[src/rtl/burst_req_sequencer.sv]
// burst_req_sequencer: buffers burst requests in a FIFO and issues
// BURST_LEN-cycle burst_en pulses, each followed by a guaranteed low gap.
// Ports: clk, rst (sync, active-high), req_valid/req_ready/req_addr in,
//        burst_en, addr_out, beat_cnt, burst_done, busy out.
// Option: define BURST_ADDR_ALIGN_EN to align burst starts to BURST_LEN.
module burst_req_sequencer #(
   parameter int ADDR_WIDTH = 16,
   parameter int BURST_LEN  = 8,
   parameter int FIFO_DEPTH = 4,
   parameter int GAP_CYCLES = 2
) (
   input  logic                  clk,
   input  logic                  rst,
   input  logic                  req_valid,
   output logic                  req_ready,
   input  logic [ADDR_WIDTH-1:0] req_addr,
   output logic                  burst_en,
   output logic [ADDR_WIDTH-1:0] addr_out,
   output logic [3:0]            beat_cnt,
   output logic                  burst_done,
   output logic                  busy
);

   localparam int PW = (FIFO_DEPTH > 1) ? $clog2(FIFO_DEPTH) : 1;
   localparam int CW = PW + 1;
   localparam int GW = (GAP_CYCLES > 1) ? $clog2(GAP_CYCLES) : 1;

   localparam logic [3:0]    LAST_BEAT = 4'(BURST_LEN - 1);
   localparam logic [GW-1:0] GAP_LOAD  = GW'(GAP_CYCLES - 1);
   localparam logic [CW-1:0] FULL_CNT  = CW'(FIFO_DEPTH);

   typedef enum logic [1:0] {
      IDLE,
      BURST,
      GAP
   } state_t;

   logic [ADDR_WIDTH-1:0] mem [FIFO_DEPTH];
   logic [PW-1:0]         wr_ptr;
   logic [PW-1:0]         rd_ptr;
   logic [CW-1:0]         count;
   logic                  push;
   logic                  pop;
   logic [ADDR_WIDTH-1:0] head_addr;
   logic [ADDR_WIDTH-1:0] load_addr;

   state_t                state_q, state_d;
   logic                  burst_en_q, burst_en_d;
   logic [ADDR_WIDTH-1:0] addr_q, addr_d;
   logic [3:0]            beat_q, beat_d;
   logic [GW-1:0]         gap_q, gap_d;

   // Ready comes only from registered occupancy, never from req_valid.
   assign req_ready = (count != FULL_CNT);
   assign push      = req_valid && req_ready;
   assign head_addr = mem[rd_ptr];

`ifdef BURST_ADDR_ALIGN_EN
   localparam logic [ADDR_WIDTH-1:0] ALIGN_MASK =
      ~ADDR_WIDTH'(BURST_LEN - 1);
   assign load_addr = head_addr & ALIGN_MASK;
`else
   assign load_addr = head_addr;
`endif

   // Storage is not reset; pointers and count define validity.
   always_ff @(posedge clk) begin
      if (push) begin
         mem[wr_ptr] <= req_addr;
      end
   end

   always_ff @(posedge clk) begin
      if (rst) begin
         wr_ptr <= '0;
         rd_ptr <= '0;
         count  <= '0;
      end else begin
         if (push) begin
            wr_ptr <= wr_ptr + 1'b1;
         end
         if (pop) begin
            rd_ptr <= rd_ptr + 1'b1;
         end
         case ({push, pop})
            2'b10:   count <= count + 1'b1;
            2'b01:   count <= count - 1'b1;
            default: count <= count;
         endcase
      end
   end

   always_ff @(posedge clk) begin
      if (rst) begin
         state_q    <= IDLE;
         burst_en_q <= 1'b0;
         addr_q     <= '0;
         beat_q     <= '0;
         gap_q      <= '0;
      end else begin
         state_q    <= state_d;
         burst_en_q <= burst_en_d;
         addr_q     <= addr_d;
         beat_q     <= beat_d;
         gap_q      <= gap_d;
      end
   end

   always_comb begin
      state_d    = state_q;
      burst_en_d = burst_en_q;
      addr_d     = addr_q;
      beat_d     = beat_q;
      gap_d      = gap_q;
      pop        = 1'b0;
      case (state_q)
         IDLE: begin
            if (count != '0) begin
               pop        = 1'b1;
               addr_d     = load_addr;
               burst_en_d = 1'b1;
               beat_d     = '0;
               state_d    = BURST;
            end
         end
         BURST: begin
            if (beat_q == LAST_BEAT) begin
               burst_en_d = 1'b0;
               gap_d      = GAP_LOAD;
               state_d    = GAP;
            end else begin
               beat_d = beat_q + 1'b1;
            end
         end
         GAP: begin
            // Counts GAP_CYCLES cycles down to zero, then back to IDLE.
            if (gap_q == '0) begin
               state_d = IDLE;
            end else begin
               gap_d = gap_q - 1'b1;
            end
         end
         default: begin
            state_d = IDLE;
         end
      endcase
   end

   assign burst_en   = burst_en_q;
   assign addr_out   = addr_q;
   assign beat_cnt   = beat_q;
   assign burst_done = (state_q == BURST) && (beat_q == LAST_BEAT);
   assign busy       = (state_q != IDLE) || (count != '0);

endmodule
[config.mk]
export PLATFORM = sky130hd
export DESIGN_NAME = burst_req_sequencer
export DESIGN_NICKNAME = d
export VERILOG_FILES = /design/src/rtl/burst_req_sequencer.sv
export SDC_FILE = /design/constraint.sdc
export NUM_CORES = 1
export LEC_CHECK = 0
export ABC_CLOCK_PERIOD_IN_PS = 4700
export CAP_MARGIN = 25
export CORE_MARGIN = 1.5
export CORE_UTILIZATION = 25
export DETAILED_ROUTE_END_ITERATION = 6
export DONT_BUFFER_PORTS = 1
export GPL_TIMING_DRIVEN = 0
export SYNTH_ARGS = -nofsm -noshare
export SYNTH_HDL_FRONTEND = slang
export SYNTH_SLANG_ARGS = --single-unit
[constraint.sdc]
create_clock -name clk -period 4.7 [get_ports clk]
set_input_delay 0.47 -clock clk [delete_from_list [all_inputs] [get_ports clk]]
set_output_delay 0.47 -clock clk [all_outputs]
set_load 0.005 [all_outputs]
==> impl_metrics.tcl <==
set metrics [dict create \
    wl_per_cell_um 16.9 \
    cts_tree "built" \
    synth_fp_nets 281 \
    antenna_found_initial 0 \
    yosysUniqueCellTypes 37 \
    period_needed_ns 2.45 \
    grt_max_degree 17 \
    setup_viol 0 \
    grt_pass1_wl_mm 11.9 \
    synth-adder-area-share_pct 2.54 \
    ys.flop_type "edfxtp_1" \
    syn_avg_cell_area_um2 14.7 \
    syn_inst 255 \
    synth.area.top_cells "edfxtp_1 (51%), dfxtp_1 (17%), mux4_2 (9.6%)" \
    tns_ns 0 \
    antenna_cells 0 \
    final_common_cell "edfxtp_1" \
    final_cell_mix "edfxtp_1 (64), dfxtp_1 (31), a21oi_1 (27)" \
    critPathLaunchType "flop" \
    hold_viol 0 \
    min_period_over_period_pct 52.0 \
    core_um2 14600 \
    grt-ovfl-total 0 \
    antenna_left 0 \
    hold_buffers 0 \
    finalClockSkew_ns 0.00479 \
    grt_pass1_vias 2176 \
    grt.total_usage_pct 10.1 \
    synth_mux_area_share_pct 9.63 \
    start_util_pct 25.7 \
    cap_viol_max_count 0 \
    rows 44 \
    io_pins 43 \
    ctsRootBufferMaster "clkbuf_16" \
    power.density_nw_per_um2 562 \
    grt_setup_unrepaired "false" \
    synth_top_area_share_pct 51.3 \
    endpoint_kind "flop" \
    area_growth_pct 13.5 \
    slew_viol_final 0 \
    hp-class "input port to flop" \
    postCtsSetupBuffers 0 \
    worst_pin_slew_ns 1.00 \
    cts_made_buffers 9 \
    worstPathArrival_ns 2.71 \
    globalplace.congestion 0.750 \
    synth_top_family_by_area "multiplexers" \
    drive_gt1_share_pct 17.3 \
    async_reset_ff_share_pct 0 \
    portBuffers 0 \
    grtUsageMet3_pct 2.78 \
    yosysWarnings 0 \
    critPathMaxFanout 10 \
    synth-edff-count 64 \
    synth-seq-area-share_pct 67.9 \
    grt_use_met2_pct 18.7 \
    die_h_um 125 \
    max_freq_mhz 409 \
    grt-busiest-layer "met2" \
    synth-xor-area-share_pct 0.702 \
    final_util_pct 29.1 \
    synth.cell_area_um2 3740 \
    synth.largest_area_cell "edfxtp_1" \
    outcome "complete, no violations" \
    die_x_um 125 \
    wirelength_mm 7.71 \
    drt_pass1_iterations 4 \
    required_ns 4.97 \
    p_leak_uw 0.00139 \
    slew-limit-headroom_pct 33.3 \
    clk_path_buf_depth 2 \
    nets 292 \
    clk_latency_ns 0.34 \
    drtIter0Drc 39 \
    peakVddDrop_mv 0.181 \
    clock_sinks 95 \
    drc 0 \
    synth-simple-area-share_pct 7.45 \
    cts.reportedPaths.clkPinSlew_ns 0.06 \
    dp_hpwl_mm 5.21 \
    vias_per_cell 4.66 \
    cts_resized 0 \
    grtUsageMet1_pct 10.5 \
    crit_type "flop to flop" \
    ys_ff_latch 95 \
    htree_levels 3 \
    vias 2121 \
    die-area_um2 15700 \
    synth_compound_area_share_pct 8.36 \
    fillerInstances 1420 \
]
[layout make-up]
type                    instances  area, um^2  area share [%]
clock buffers                  11         243            5.71
plain buffers                  18        90.1            2.12
well taps                     184         230            5.42
multi-input cells             132        1070            25.3
flip-flops and latches         95        2540            59.8
clock inverters                 5        32.5           0.766
inverters                      10        37.5           0.883
[flip-flops by register name (all words and copies together) (netlist names)]
register,flops
mem,64
addr_out,16
beat_cnt,4
count,3
rd_ptr,2
state_q,2
wr_ptr,2
burst_en,1
gap_q,1
[worst max-delay path, stage by stage, from the launching register on]
cell and delay, ns:
dfxtp_1 0.35, or2_2 0.33, buf_2 0.20, nor2_1 0.24, ha_1 0.24, inv_1 0.06, fa_1 0.37, xor2_1 0.15
or3_1 0.30, a21oi_1 0.13
[cell families (layout without fill, tap and decap cells)]
group                    Yosys count  after routing
multiplexers                      16             16
AO/OA/AOI/OAI                     55             55
flip-flops                        95             95
buffers and inverters             28             44
AND/OR/NAND/NOR                   51             51
XOR/XNOR                           3              3
adder cells (fa/ha/maj)            7              7
[synthesized netlist by cell type, types with 3 or more instances]
master,instances
a21oi_1,27
and3_1,4
buf_2,9
clkbuf_1,5
dfxtp_1,31
edfxtp_1,64
ha_1,6
inv_1,10
mux4_2,16
nand2_1,5
nand3_1,19
nor2_1,8
o21ai_0,19
xor2_1,3
[per-layer routing]
| metal | wire (um) | part of all wire, % | vias up |
|---|---|---|---|
| li1 | - | - | 985 |
| met1 | 2980 | 39 | 1081 |
| met2 | 4220 | 55 | 45 |
| met3 | 370 | 4.8 | 10 |
| met4 | 133 | 1.7 | 0 |
| met5 | 0 | 0 | - |
[metrics by stage]
step	total power, uW	instances	instance area, um^2	hold WS [ns]	worst slack, ns
2_1_floorplan	1580	255	3740	0.454	2.53
3_3_place_gp	1740	439	3970	0.466	2.29
3_5_place_dp	1750	439	3970	0.473	2.28
4_1_cts	2420	455	4250	0.212	2.27
5_1_grt	2520	455	4250	0.211	2.13
6_report	2390	455	4250	0.223	2.25
[where the power goes]
group	leakage, uW	internal (uW)	switching [uW]
Combinational	0.000411	256	362
Clock	0.000136	372	293
Sequential	0.000841	1020	81.9
Total	0.00139	1650	737
[final timing paths]
path / slack (ns) / from / to / depth (start not counted)
max: 2.25 / state_q[1] / count[2] / 9
min: 0.22 / req_addr[14] / mem[2][14] / 0
max reg2reg: 2.25 / state_q[1] / count[2] / 9
min reg2reg: 0.48 / gap_q / gap_q / 2
Note: power is estimated with default switching activity, not from simulation.
